`src/rtl/cash_dispenser.sv`:
```
`timescale 1ns/1ps
// cash_dispenser
//   Pays out a requested amount from a two-denomination cassette (fives
//   worth 5 units, ones worth 1 unit). The payout is planned greedily,
//   then fed one note at a time, and each note is confirmed by the exit
//   sensor. Completion, stock shortfall or a latched jam is reported.
//
//   Optional build macro: DISPENSER_AUDIT_EN
//     defined   : TotalPaid / ReqCount count paid units and accepted requests
//     undefined : TotalPaid / ReqCount are tied to zero
//
// Ports
//   Clock, Clear_n           clock (rising edge), async active-low reset
//   DispReq, DispAmount      request level and amount (sampled on accept)
//   DispAck                  one-cycle accept pulse
//   Busy                     high whenever not idle
//   FeedFive, FeedOne        note-feed motor pulses
//   NoteSensed               exit sensor pulse, one per note
//   Done, ErrStock           one-cycle completion / shortfall pulses
//   ErrJam, JamClear         latched jam level and its clear input
//   RefillEn, RefillFives,
//   RefillOnes               inventory refill, honoured only when idle
//   FivesLeft, OnesLeft      current inventory
//   TotalPaid, ReqCount      audit counters (zero unless audit build)
module cash_dispenser #(
  parameter int unsigned VALUE_W      = 5,
  parameter int unsigned CNT_W        = 8,
  parameter int unsigned INIT_FIVES   = 20,
  parameter int unsigned INIT_ONES    = 50,
  parameter int unsigned PULSE_CYCLES = 4,
  parameter int unsigned JAM_CYCLES   = 16,
  parameter int unsigned GAP_CYCLES   = 2
) (
  input  logic               Clock,
  input  logic               Clear_n,
  input  logic               DispReq,
  input  logic [VALUE_W-1:0] DispAmount,
  output logic               DispAck,
  output logic               Busy,
  output logic               FeedFive,
  output logic               FeedOne,
  input  logic               NoteSensed,
  output logic               Done,
  output logic               ErrStock,
  output logic               ErrJam,
  input  logic               JamClear,
  input  logic               RefillEn,
  input  logic [CNT_W-1:0]   RefillFives,
  input  logic [CNT_W-1:0]   RefillOnes,
  output logic [CNT_W-1:0]   FivesLeft,
  output logic [CNT_W-1:0]   OnesLeft,
  output logic [15:0]        TotalPaid,
  output logic [7:0]         ReqCount
);

  localparam int unsigned AW   = VALUE_W + 3;
  localparam int unsigned MW   = (AW > CNT_W) ? AW : CNT_W;
  localparam int unsigned TMAX = (PULSE_CYCLES > JAM_CYCLES)
                               ? ((PULSE_CYCLES > GAP_CYCLES) ? PULSE_CYCLES : GAP_CYCLES)
                               : ((JAM_CYCLES > GAP_CYCLES) ? JAM_CYCLES : GAP_CYCLES);
  localparam int unsigned TW   = $clog2(TMAX + 1);

  localparam logic [TW-1:0] PULSE_LAST = TW'(PULSE_CYCLES - 1);
  localparam logic [TW-1:0] JAM_LAST   = TW'(JAM_CYCLES - 1);
  localparam logic [TW-1:0] GAP_LAST   = TW'(GAP_CYCLES - 1);

  typedef enum logic [2:0] {
    IDLE, CHECK, FEED, SENSE, GAP, DONE, JAMMED
  } state_t;

  state_t state, state_next;

  logic [VALUE_W-1:0] amt;
  logic [AW-1:0]      five_plan, one_plan;
  logic [CNT_W-1:0]   fives, ones;
  logic [TW-1:0]      timer;

  logic [AW-1:0]      quot, nf, no_cnt;
  logic [AW:0]        plan_sum;
  logic               short, pay_five, last_note;

  function automatic logic [CNT_W-1:0] sat_add(input logic [CNT_W-1:0] a,
                                               input logic [CNT_W-1:0] b);
    logic [CNT_W:0] s;
    s = {1'b0, a} + {1'b0, b};
    return s[CNT_W] ? '1 : s[CNT_W-1:0];
  endfunction

  // Greedy plan: as many fives as the amount and stock allow, rest in ones.
  always_comb begin
    quot = AW'(amt) / AW'(5);
    nf   = quot;
    if (MW'(quot) > MW'(fives)) nf = AW'(fives);
    no_cnt = AW'(amt) - AW'(5) * nf;
    short  = MW'(no_cnt) > MW'(ones);
  end

  assign pay_five  = (five_plan != '0);
  assign plan_sum  = {1'b0, five_plan} + {1'b0, one_plan};
  assign last_note = (plan_sum == (AW + 1)'(1));

  always_ff @(posedge Clock or negedge Clear_n) begin
    if (!Clear_n) state <= IDLE;
    else          state <= state_next;
  end

  always_comb begin
    state_next = state;
    Busy       = (state != IDLE);
    DispAck    = 1'b0;
    FeedFive   = 1'b0;
    FeedOne    = 1'b0;
    Done       = 1'b0;
    ErrStock   = 1'b0;
    ErrJam     = 1'b0;
    case (state)
      IDLE: if (DispReq) state_next = CHECK;
      CHECK: begin
        DispAck = 1'b1;
        if (short) begin
          ErrStock   = 1'b1;
          state_next = IDLE;
        end else if (amt == '0) begin
          state_next = DONE;
        end else begin
          state_next = FEED;
        end
      end
      FEED: begin
        FeedFive = pay_five;
        FeedOne  = !pay_five;
        if (timer == PULSE_LAST) state_next = SENSE;
      end
      SENSE: begin
        if (NoteSensed)            state_next = last_note ? DONE : GAP;
        else if (timer == JAM_LAST) state_next = JAMMED;
      end
      GAP: if (timer == GAP_LAST) state_next = FEED;
      DONE: begin
        Done       = 1'b1;
        state_next = IDLE;
      end
      JAMMED: begin
        ErrJam = 1'b1;
        if (JamClear) state_next = IDLE;
      end
      default: state_next = IDLE;
    endcase
  end

  // Timer restarts on every state change so each timed phase counts from 0.
  always_ff @(posedge Clock or negedge Clear_n) begin
    if (!Clear_n) begin
      timer <= '0;
    end else if (state_next != state) begin
      timer <= '0;
    end else if (state == FEED || state == SENSE || state == GAP) begin
      timer <= timer + TW'(1);
    end
  end

  always_ff @(posedge Clock or negedge Clear_n) begin
    if (!Clear_n) begin
      amt       <= '0;
      five_plan <= '0;
      one_plan  <= '0;
      fives     <= CNT_W'(INIT_FIVES);
      ones      <= CNT_W'(INIT_ONES);
    end else begin
      case (state)
        IDLE: begin
          if (RefillEn) begin
            fives <= sat_add(fives, RefillFives);
            ones  <= sat_add(ones, RefillOnes);
          end
          if (DispReq) amt <= DispAmount;
        end
        CHECK: begin
          if (!short && amt != '0) begin
            five_plan <= nf;
            one_plan  <= no_cnt;
          end
        end
        SENSE: begin
          if (NoteSensed) begin
            if (pay_five) begin
              five_plan <= five_plan - AW'(1);
              fives     <= fives - CNT_W'(1);
            end else begin
              one_plan  <= one_plan - AW'(1);
              ones      <= ones - CNT_W'(1);
            end
          end
        end
        JAMMED: begin
          if (JamClear) begin
            five_plan <= '0;
            one_plan  <= '0;
          end
        end
        default: ;
      endcase
    end
  end

  assign FivesLeft = fives;
  assign OnesLeft  = ones;

`ifdef DISPENSER_AUDIT_EN
  logic [15:0] total_paid;
  logic [7:0]  req_count;

  always_ff @(posedge Clock or negedge Clear_n) begin
    if (!Clear_n) begin
      total_paid <= '0;
      req_count  <= '0;
    end else begin
      if (state == SENSE && NoteSensed)
        total_paid <= total_paid + (pay_five ? 16'd5 : 16'd1);
      if (state == CHECK)
        req_count <= req_count + 8'd1;
    end
  end

  assign TotalPaid = total_paid;
  assign ReqCount  = req_count;
`else
  assign TotalPaid = '0;
  assign ReqCount  = '0;
`endif

endmodule

```
`config.mk`:
```
export PLATFORM = sky130hd
export DESIGN_NAME = cash_dispenser
export DESIGN_NICKNAME = d
export VERILOG_FILES = /design/src/rtl/cash_dispenser.sv
export SDC_FILE = /design/constraint.sdc
export NUM_CORES = 1
export LEC_CHECK = 0
export CORE_ASPECT_RATIO = 0.5
export CORE_UTILIZATION = 56
export CTS_BUF_LIST = sky130_fd_sc_hd__clkbuf_8
export CTS_CLUSTER_SIZE = 8
export DETAILED_ROUTE_END_ITERATION = 12
export PLACE_DENSITY = 0.82
export SETUP_SLACK_MARGIN = 0.3
export SYNTH_ARGS = -nofsm -noshare
export SYNTH_HDL_FRONTEND = slang
export SYNTH_SLANG_ARGS = --single-unit
```
`constraint.sdc`:
```
create_clock -name Clock -period 10.2 [get_ports Clock]
set_clock_uncertainty 0.05 [all_clocks]
set_input_delay 2.04 -clock Clock [delete_from_list [all_inputs] [get_ports Clock]]
set_output_delay 2.04 -clock Clock [all_outputs]
set_load 0.05 [all_outputs]
```
==> out/results.tsv <==
metric	value	unit
Simple-Gate Fraction of Synth Area	18.9	%
vias per cell	5.83	
CTS HTree Levels	2	
CP dominant cell by count	ha_1	
HP Start	OnesLeft[5]$_DFFE_PN1P_	
cts hold-fix bufs	0	
global route overflow	0	
Site Rows	22	
Top Ports	74	
gpl congestion	0.872	
per-cell routed wire length	14.8	microns
Syn Std Cell Area	0.00458	sq mm
Seq cells post-synth	45	
clk root buf	clkbuf_8	
Die Y	65.9	microns
setup TNS	0	ps
worst hold endpoint	OnesLeft[5]$_DFFE_PN1P_	
Worst path max stage delay	800	ps
number of port buffers	49	
GR Util All Layers	27.8	%
crit path capture type	output pin	
R2R Setup Slk	2760	ps
clock transition at the registers of the reported paths	90	ps
largest net degree at the start of global routing	46	
proportion of layout cells with a drive suffix above 1	4.35	%
Mapped Cells	572	
XOR/XNOR Fraction of Synth Area	4.21	%
post-synthesis adder-cell area fraction	18.5	%
yosys warns	0	
Avg Inst Size Synth	8.01	sq um
worst min path class	flop to flop	
complex-gate fraction of the synthesized area	23.0	%
Die Width	130	microns
max cap viols	0	
Placed Instance Area	0.00509	sq mm
Register Area	0.00113	sq mm
initial antenna violation count	0	
period utilization	91.8	%
DIE AREA	0.00857	sq mm
Synth async-reset ratio	100	%
Netlist cell types	64	
synth-to-layout area growth	13.6	%
dpl ws	1190	ps
first-pass GRT wire length	18.4	mm
CORE AREA	0.00762	sq mm
initial drt markers	243	
max-slew violation count	0	
Post-synth EDFFs	0	
starting density of the core	60.1	%
Crit Reg-Reg Startpoint	amt[2]$_DFFE_PN0P_	
First-pass DRT Iterations	5	
Reg2Reg Depth	30	
Final Hold Viols	0	
Finish-stage setup viols	0	
CTS Buf Count	5	
final WL	10.8	mm
largest family of logic cells by synthesized area	compound AO/OA/AOI/OAI gates	
mux cell area share after synthesis	1.12	%
finished layout cell area	0.00520	sq mm
nets@finish	711	
sequential-to-total area share from yosys stat	24.7	%
DP HPWL	8.41	mm
vias in the first global route	3879	
unrepaired setup endpoints after global routing	false	
commonest cells after routing, fill and taps aside	ha_1 (58), inv_1 (55), o21ai_0 (54)	
reg2reg end	five_plan[2]$_DFFE_PN0P_	
worst-skew pair later-pin latency	310	ps
total number of vias	4251	
crit path kind	flop to output pin	
Post-CTS Setup Inserts	0	
antenna fix cells	0	
outcome	complete, no violations	
WP data arrival	7280	ps
Startpoint Class	flop	
Remaining DRCs	0	
CP required	8110	ps
post-route ant nets	0	
fin crit period	9370	ps
worst-path maximum fanout	7	
Core Util, Final	68.2	%
total of cells resized after clock tree synthesis	0	
multi-input logic area	0.00312	sq mm
final worst slack	834	ps
measured slew at the worst slew-check pin	1330	ps
TritonCTS clock tree	done	
commonest non-fill, non-tap cell in the layout	ha_1	
critical path's slowest cell	clkdlybuf4s50_1	
dominant synthesized flop cell	dfrtp_1	
CTS sink count	45	
slew margin rel.	11.6	%
clk buf depth	2	
Worst Hold Depth	2	
Max Fclk	107	MHz
Fillers	627	
-- kinds of logic after synthesis --
logic type	Yosys count
and+or+nand+nor	179
AOI/OAI and AO/OA	163
buffers and inverters	93
adders and majority gates	64
DFF	45
xor gates and xnor gates	22
muxes	5
other	1
-- per-stage QoR --
| step | instances | hold slack, ps |
|---|---|---|
| after CTS | 729 | 475 |
| after floorplan | 601 | 439 |
| after detailed placement | 721 | 462 |
| final | 729 | 479 |
| after global placement | 721 | 453 |
| after global routing | 729 | 513 |
-- state kept, by name, indices dropped and copies added (netlist names) --
register	cells
FivesLeft	8
timer	5
OnesLeft	8
amt	5
one_plan	8
five_plan	8
state	3
-- per-layer routing --
metal | GRT usage, % | vias to the layer above | wire length, microns
li1 | - | 2075 | -
met3 | 5.66 | 23 | 793
met2 | 45.3 | 171 | 4770
met1 | 37.3 | 1982 | 5020
met4 | 8.14 | 0 | 188
met5 | 0 | - | 0
-- cells in the mapped netlist (3+ instances only) --
master / number / area share, %
ha_1: 58 / 16
inv_1: 54 / 4.4
o21ai_0: 54 / 5.9
nand2_1: 50 / 4.1
nor2_1: 49 / 4.0
dfrtp_1: 40 / 22
a21oi_1: 36 / 3.9
buf_4: 24 / 3.9
nor3_1: 20 / 2.2
clkbuf_1: 15 / 1.2
xnor2_1: 13 / 2.5
nor2b_1: 11 / 1.5
nand3_1: 9 / 0.98
xor2_1: 9 / 1.7
and2_1: 7 / 0.96
nand2b_1: 7 / 0.96
a211oi_1: 6 / 0.98
a21o_1: 6 / 0.98
fa_1: 6 / 2.6
o21a_1: 6 / 0.98
o22ai_1: 6 / 0.82
a22oi_1: 5 / 0.82
dfstp_2: 5 / 2.9
nor4_1: 5 / 0.68
a21boi_0: 4 / 0.66
a32oi_1: 4 / 0.76
mux2i_1: 4 / 0.87
o211ai_1: 4 / 0.66
o31ai_1: 4 / 0.66
a221o_1: 3 / 0.66
and3_1: 3 / 0.41
nand4_1: 3 / 0.41
nor3b_1: 3 / 0.49
o21ai_1: 3 / 0.33
o22a_1: 3 / 0.57
-- final cells by class --
cell class	instances	share of cell area [%]
clock buffer	6	1.59
clock inverter	2	0.649
inverter	54	3.90
multi-input combinational	463	59.9
sequential	45	21.8
tap	108	2.60
timing repair buffer	51	9.62
-- worst max path at each step --
| stage | start | to | slack, ps | depth (start not counted) |
|---|---|---|---|---|
| final | amt[2]$_DFFE_PN0P_ | ErrStock | 830 | 28 |
| after global routing | amt[4]$_DFFE_PN0P_ | ErrStock | 310 | 27 |
| after CTS | amt[2]$_DFFE_PN0P_ | ErrStock | 840 | 28 |
| after detailed placement | amt[2]$_DFFE_PN0P_ | ErrStock | 1190 | 28 |
| after global placement | amt[2]$_DFFE_PN0P_ | ErrStock | 1450 | 28 |
| after floorplan | amt[2]$_DFFE_PN0P_ | ErrStock | 1910 | 27 |
-- worst max-delay path: cells and delay by family (launching register included) --
kind / cells / cell delay, ps
compound gates: 10 / 1840
xor+xnor: 1 / 160
fa+ha+maj: 6 / 1900
buf+inv: 3 / 930
flops: 1 / 460
mux: 1 / 380
simple gates: 7 / 1290
Power is not shown: default switching activity piles up to over one toggle a cycle in this logic, so the estimate is an artifact.
